## src/rtl/acc_ctrl.sv

```systemverilog
// acc_ctrl: FETCH/DECODE/EXEC sequencer for the accumulator machine.
// Owns pc, ir and the latched ALU flags. Drives the accumulator load port
// (SelAcc/loadAcc/imm), the register file (reg_addr/reg_we) and alu_op.
//
// Handshake: acc_ctrl is the initiating end of the accumulator load protocol.
// SelAcc and imm are stable for the whole EXEC cycle while loadAcc (or reg_we)
// is high. The receiver captures on the rising edge that ends EXEC. There is
// no back-pressure. The strobe is high for exactly one cycle per instruction.
module acc_ctrl #(
   parameter logic [7:0] RESET_PC = 8'h00
) (
   input  logic       clk,
   input  logic       CLB,
   input  logic       run,
   input  logic [7:0] instr,
   input  logic       alu_zero,
   input  logic       alu_carry,
   output logic [7:0] pc,
   output logic [3:0] imm,
   output logic [1:0] SelAcc,
   output logic       loadAcc,
   output logic [2:0] alu_op,
   output logic [3:0] reg_addr,
   output logic       reg_we,
   output logic       zero_flag,
   output logic       carry_flag,
   output logic       halted,
   output logic [1:0] state_dbg
);

   typedef enum logic [1:0] {
      S_FETCH  = 2'd0,
      S_DECODE = 2'd1,
      S_EXEC   = 2'd2,
      S_HALT   = 2'd3
   } state_t;

   state_t     state;
   state_t     state_nxt;
   logic [7:0] ir;
   logic [3:0] opcode;
   logic [7:0] pc_inc;
   logic       is_alu;
   logic       take_branch;
   logic [1:0] dec_sel;
   logic       dec_ld;
   logic       dec_we;
   logic [2:0] dec_aop;

   assign opcode    = ir[7:4];
   assign imm       = ir[3:0];
   assign reg_addr  = ir[3:0];
   assign pc_inc    = pc + 8'd1;
   assign state_dbg = state;
   assign is_alu    = (opcode >= 4'h4) && (opcode <= 4'hB);

   // Branch decision uses the flags as held before EXEC; pc is already incremented.
   assign take_branch = (opcode == 4'hC) ||
                        ((opcode == 4'hD) && zero_flag) ||
                        ((opcode == 4'hE) && carry_flag);

   // State register.
   always_ff @(posedge clk or negedge CLB) begin
      if (!CLB) state <= S_FETCH;
      else      state <= state_nxt;
   end

   // Next-state logic: 3-cycle sequence, HLT parks in the absorbing HALT state.
   always_comb begin
      state_nxt = state;
      case (state)
         S_FETCH:  if (run) state_nxt = S_DECODE;
         S_DECODE: state_nxt = S_EXEC;
         S_EXEC:   state_nxt = (opcode == 4'hF) ? S_HALT : S_FETCH;
         S_HALT:   state_nxt = S_HALT;
         default:  state_nxt = S_FETCH;
      endcase
   end

   // Instruction decode from ir; registered into the outputs at the DECODE edge.
   always_comb begin
      dec_sel = 2'b11;
      dec_ld  = 1'b0;
      dec_we  = 1'b0;
      dec_aop = 3'b000;
      case (opcode)
         4'h1: begin dec_sel = 2'b10; dec_ld = 1'b1; end
         4'h2: begin dec_sel = 2'b01; dec_ld = 1'b1; end
         4'h3: dec_we = 1'b1;
         default: begin
            if (is_alu) begin
               dec_sel = 2'b00;
               dec_ld  = 1'b1;
               dec_aop = 3'(opcode - 4'h4);
            end
         end
      endcase
   end

   // Datapath registers: pc, ir, strobes, flags, halted. Reset abandons any instruction.
   always_ff @(posedge clk or negedge CLB) begin
      if (!CLB) begin
         pc         <= RESET_PC;
         ir         <= 8'h00;
         SelAcc     <= 2'b11;
         loadAcc    <= 1'b0;
         reg_we     <= 1'b0;
         alu_op     <= 3'b000;
         zero_flag  <= 1'b0;
         carry_flag <= 1'b0;
         halted     <= 1'b0;
      end else begin
         case (state)
            S_FETCH: begin
               if (run) begin
                  ir <= instr;
                  pc <= pc_inc;
               end
            end
            S_DECODE: begin
               SelAcc  <= dec_sel;
               loadAcc <= dec_ld;
               reg_we  <= dec_we;
               alu_op  <= dec_aop;
            end
            S_EXEC: begin
               SelAcc  <= 2'b11;
               loadAcc <= 1'b0;
               reg_we  <= 1'b0;
               if (is_alu) begin
                  zero_flag  <= alu_zero;
                  carry_flag <= alu_carry;
               end
               if (take_branch) pc <= {pc[7:4], ir[3:0]};
               if (opcode == 4'hF) halted <= 1'b1;
            end
            default: ;
         endcase
      end
   end

endmodule

```

## config.mk

```make
export PLATFORM = sky130hd
export DESIGN_NAME = acc_ctrl
export DESIGN_NICKNAME = d
export VERILOG_FILES = /design/src/rtl/acc_ctrl.sv
export SDC_FILE = /design/constraint.sdc
export NUM_CORES = 1
export LEC_CHECK = 0
export ABC_AREA = 1
export CORE_MARGIN = 2
export CORE_UTILIZATION = 51
export CTS_CLUSTER_SIZE = 40
export DETAILED_ROUTE_END_ITERATION = 7
export HOLD_SLACK_MARGIN = 0.03
export PLACE_DENSITY = 0.91
export SETUP_SLACK_MARGIN = 0.3
export SYNTH_ARGS = -nofsm -noshare
export SYNTH_HDL_FRONTEND = slang
export SYNTH_SLANG_ARGS = --single-unit
```

## constraint.sdc

```tcl
create_clock -name clk -period 2.8 [get_ports clk]
set_input_delay 0.84 -clock clk [delete_from_list [all_inputs] [get_ports clk]]
set_output_delay 0.84 -clock clk [all_outputs]
set_load 0.03 [all_outputs]
```

==> qor.yml <==
outcome:
  status: "finished, final reports clean"
clock_network:
  post_cts_resized: 0
  cts-root-buf: "clkbuf_4"
  cts.sinks: 28
  cts_setup_buffers: 0
  cts_buffers: 3
  insertion_delay_ns: 0.32
  htree_levels: 1
  clkTransAtPathRegs_ns: 0.13
  holdBufCountCts: 0
  cts_buffer_depth: 2
  cts_tree: "yes"
routing:
  first_pass_iters: 4
  viasPerCell: 5.045
  drc: 0
  wirelength_um: 2886
  wl_per_cell_um: 11.73
  ant_nets: 0
  vias: 1241
  first_iter_violations: 28
yosys:
  yosysSeqAreaShare_pct: 46.52
  yosysTopAreaCellShare_pct: 43.05
  yosysTopAreaCell: "dfrtp_1"
  netlist_area_mm2: 0.001511
  syn_inst: 180
  synth_nets: 202
  synth_cell_types: 26
  ys_ff_latch: 28
  synth.area.top_cells: "dfrtp_1 43%, nand2_1 13%, ha_1 7.5%, inv_1 5.0%, buf_4 4.0%"
  syn_area_per_cell_um2: 8.397
  synth_warnings: 0
sta:
  rsz0062_at_grt: "false"
  setup_tns_ns: 0
  setup_viol: 0
  max_freq_mhz: 423.6
  worstMarginPinSlew_ns: 0.3937
  report.final.slew_viol_count: 0
  layout_min_cycle_time_ns: 2.361
  period_share_pct: 84.31
  hold_violations: 0
  fin_skew_ns: 0.01570
  slew_headroom_pct: 73.76
die:
  core_mm2: 0.002781
  die_x_um: 58.44
  row_count: 19
  die_y_um: 58.44
  start_util_pct: 54.34
  io_pins: 41
  dieArea_mm2: 0.003415
critical_path:
  critical_path_buf_inv_count: 1
  cp_max_fo: 2
  critPathTopFamily: "buffers and inverters"
  cpPeakStageDelay_ns: 0.66
  reg2reg_to: "pc[3]$_DFFE_PN0P_"
  crit_chain: "clkdlybuf4s50_1"
  worstPathArrival_ns: 1.52
  crit_path_start_kind: "flip-flop"
  slowest_stage: "clkdlybuf4s50_1"
  cp.required_ns: 1.96
  crit_type: "flip-flop to output port"
  r2r_slack_ns: 1.05
  critPathCaptureType: "output port"
  r2r-start: "state_dbg[0]$_DFFE_PN0P_"
  reg2reg_depth: 7
cells_and_area:
  postLayoutCoreUtil_pct: 68.60
  areaGrowthSynthToFinish_pct: 26.24
  fillCellCount: 230
  final_nets: 238
  multi_input_area_um2: 649.4
  layout-drive-gt1-share_pct: 9.302
  register_area_um2: 703.2
  diodes: 0
global_routing:
  antenna_found_initial: 0
  use_met1_pct: 24.39
  track_usage_pct: 18.22
  top_usage_layer: "met2"
  grt_pass1_wl_um: 4892
  grtUsageMet2_pct: 30.82
  grt_max_degree: 29
  use_met3_pct: 2.198
  grt_overflow: 0
  grt_pass1_vias: 1141
place:
  place_congestion: 0.7827
  hpwl_um: 2191
  port_buffers: 40
pwr:
  power_leakage_nw: 0.9397
  power_frac_comb_pct: 61.0
  swShare_pct: 48.33
  pwr_density_cell_mw_per_mm2: 1231
  switching_power_w: 0.001135
  clkPwrFrac_pct: 7.1
  internal-power_w: 0.001213
  power_frac_seq_pct: 31.9
  peakVddDrop_mv: 0.8865
min_path:
  hold_depth: 2
  worstHoldStart: "halted$_DFFE_PN0P_"
  hold_path_end: "halted$_DFFE_PN0P_"
  hold_path_class: "flip-flop to flip-flop"
run:
  drv_cap: 0
==> metal layers <==
metal  part of all wire (%)  vias up  routed length (um)
met5                      0        -                   0
met4                    1.5        0                  42
met3                    4.4        4                 128
met2                     48       33                1385
met1                     46      571                1331
li1                       -      633                   -
==> cells by family after synthesis <==
logic type / after synthesis / synth area share, %
AO/OA/AOI/OAI: 19 / 7.286
adder cells (fa/ha/maj): 9 / 7.450
AND/OR/NAND/NOR: 89 / 25.99
multiplexers: 3 / 2.235
flip-flops: 28 / 46.52
buffers and inverters: 32 / 10.51
==> power by group through the flow <==
stage          registers (W)  clock network, W  logic (W)
2_1_floorplan       0.000959                 0   0.000806
3_3_place_gp        0.000750                 0    0.00141
3_5_place_dp        0.000760                 0    0.00144
4_1_cts             0.000752          0.000172    0.00144
5_1_grt             0.000772          0.000189    0.00157
6_report            0.000749          0.000167    0.00143
==> layout by cell type, fill, tap and decap left out, types with 2 or more instances in the layout <==
master and count:
inv_2 2, nand2_2 3, dfstp_2 2, a21oi_1 6
inv_1 20, nand3_1 11, nor3_1 2, o32ai_1 2
dfrtp_1 26, o21ai_0 8, nor2_2 2, clkdlybuf4s50_1 40
nor2_1 12, nand2_1 53, mux2_2 3, clkbuf_4 3
nand4_1 2, ha_1 9
==> synthesized netlist by cell type <==
| library cell | count |
|---|---|
| o21ai_0 | 8 |
| dfrtp_1 | 26 |
| a21oi_2 | 1 |
| buf_4 | 8 |
| nand2_2 | 3 |
| nand2_1 | 53 |
| o22ai_1 | 1 |
| nor3_1 | 2 |
| dfstp_2 | 2 |
| a21oi_1 | 6 |
| buf_6 | 1 |
| nor2_1 | 12 |
| ha_1 | 9 |
| nand4_1 | 2 |
| nor3_4 | 1 |
| nand2_4 | 1 |
| buf_2 | 1 |
| nand3_1 | 11 |
| and3_1 | 1 |
| inv_2 | 2 |
| mux2_2 | 3 |
| or2_2 | 1 |
| o32ai_1 | 2 |
| nor2_2 | 2 |
| o31ai_1 | 1 |
| inv_1 | 20 |
==> flip-flops by register name, summed over array words and instances (netlist names), 2 cells and up <==
| register | count |
|---|---|
| SelAcc | 2 |
| state_dbg | 2 |
| ir | 8 |
| pc | 8 |
| alu_op | 3 |
==> worst max path at each step <==
stage / startpoint / end / slack (ns) / cells past startpoint
after CTS: SelAcc[1]$_DFFE_PN1P_ / SelAcc[1] / 0.42 / 1
after floorplan: state_dbg[0]$_DFFE_PN0P_ / pc[3]$_DFFE_PN0P_ / 1.21 / 8
final: SelAcc[1]$_DFFE_PN1P_ / SelAcc[1] / 0.44 / 1
after global placement: run / pc[7]$_DFFE_PN0P_ / 0.72 / 5
after detailed placement: run / pc[7]$_DFFE_PN0P_ / 0.72 / 5
after global routing: SelAcc[1]$_DFFE_PN1P_ / SelAcc[1] / 0.39 / 1
==> metrics by stage <==
step	setup WS [ns]	power (W)	cell area (um2)	instances	hold WS (ns)
final	0.4394	0.002348	1908	246	0.4919
after global routing	0.3877	0.002535	1908	246	0.5265
after detailed placement	0.7208	0.002197	1882	242	0.4734
after floorplan	1.205	0.001765	1511	180	0.4944
after CTS	0.4225	0.002366	1908	246	0.5074
after global placement	0.7181	0.002156	1882	242	0.4461
==> layout make-up <==
type | count | area share [%]
clock buffer | 4 | 1.377
multi-input combinational | 120 | 34.03
timing repair buffer | 41 | 21.38
inverter | 22 | 4.328
tap | 31 | 2.033
sequential | 28 | 36.85
Note: power is estimated with default switching activity, not from simulation.
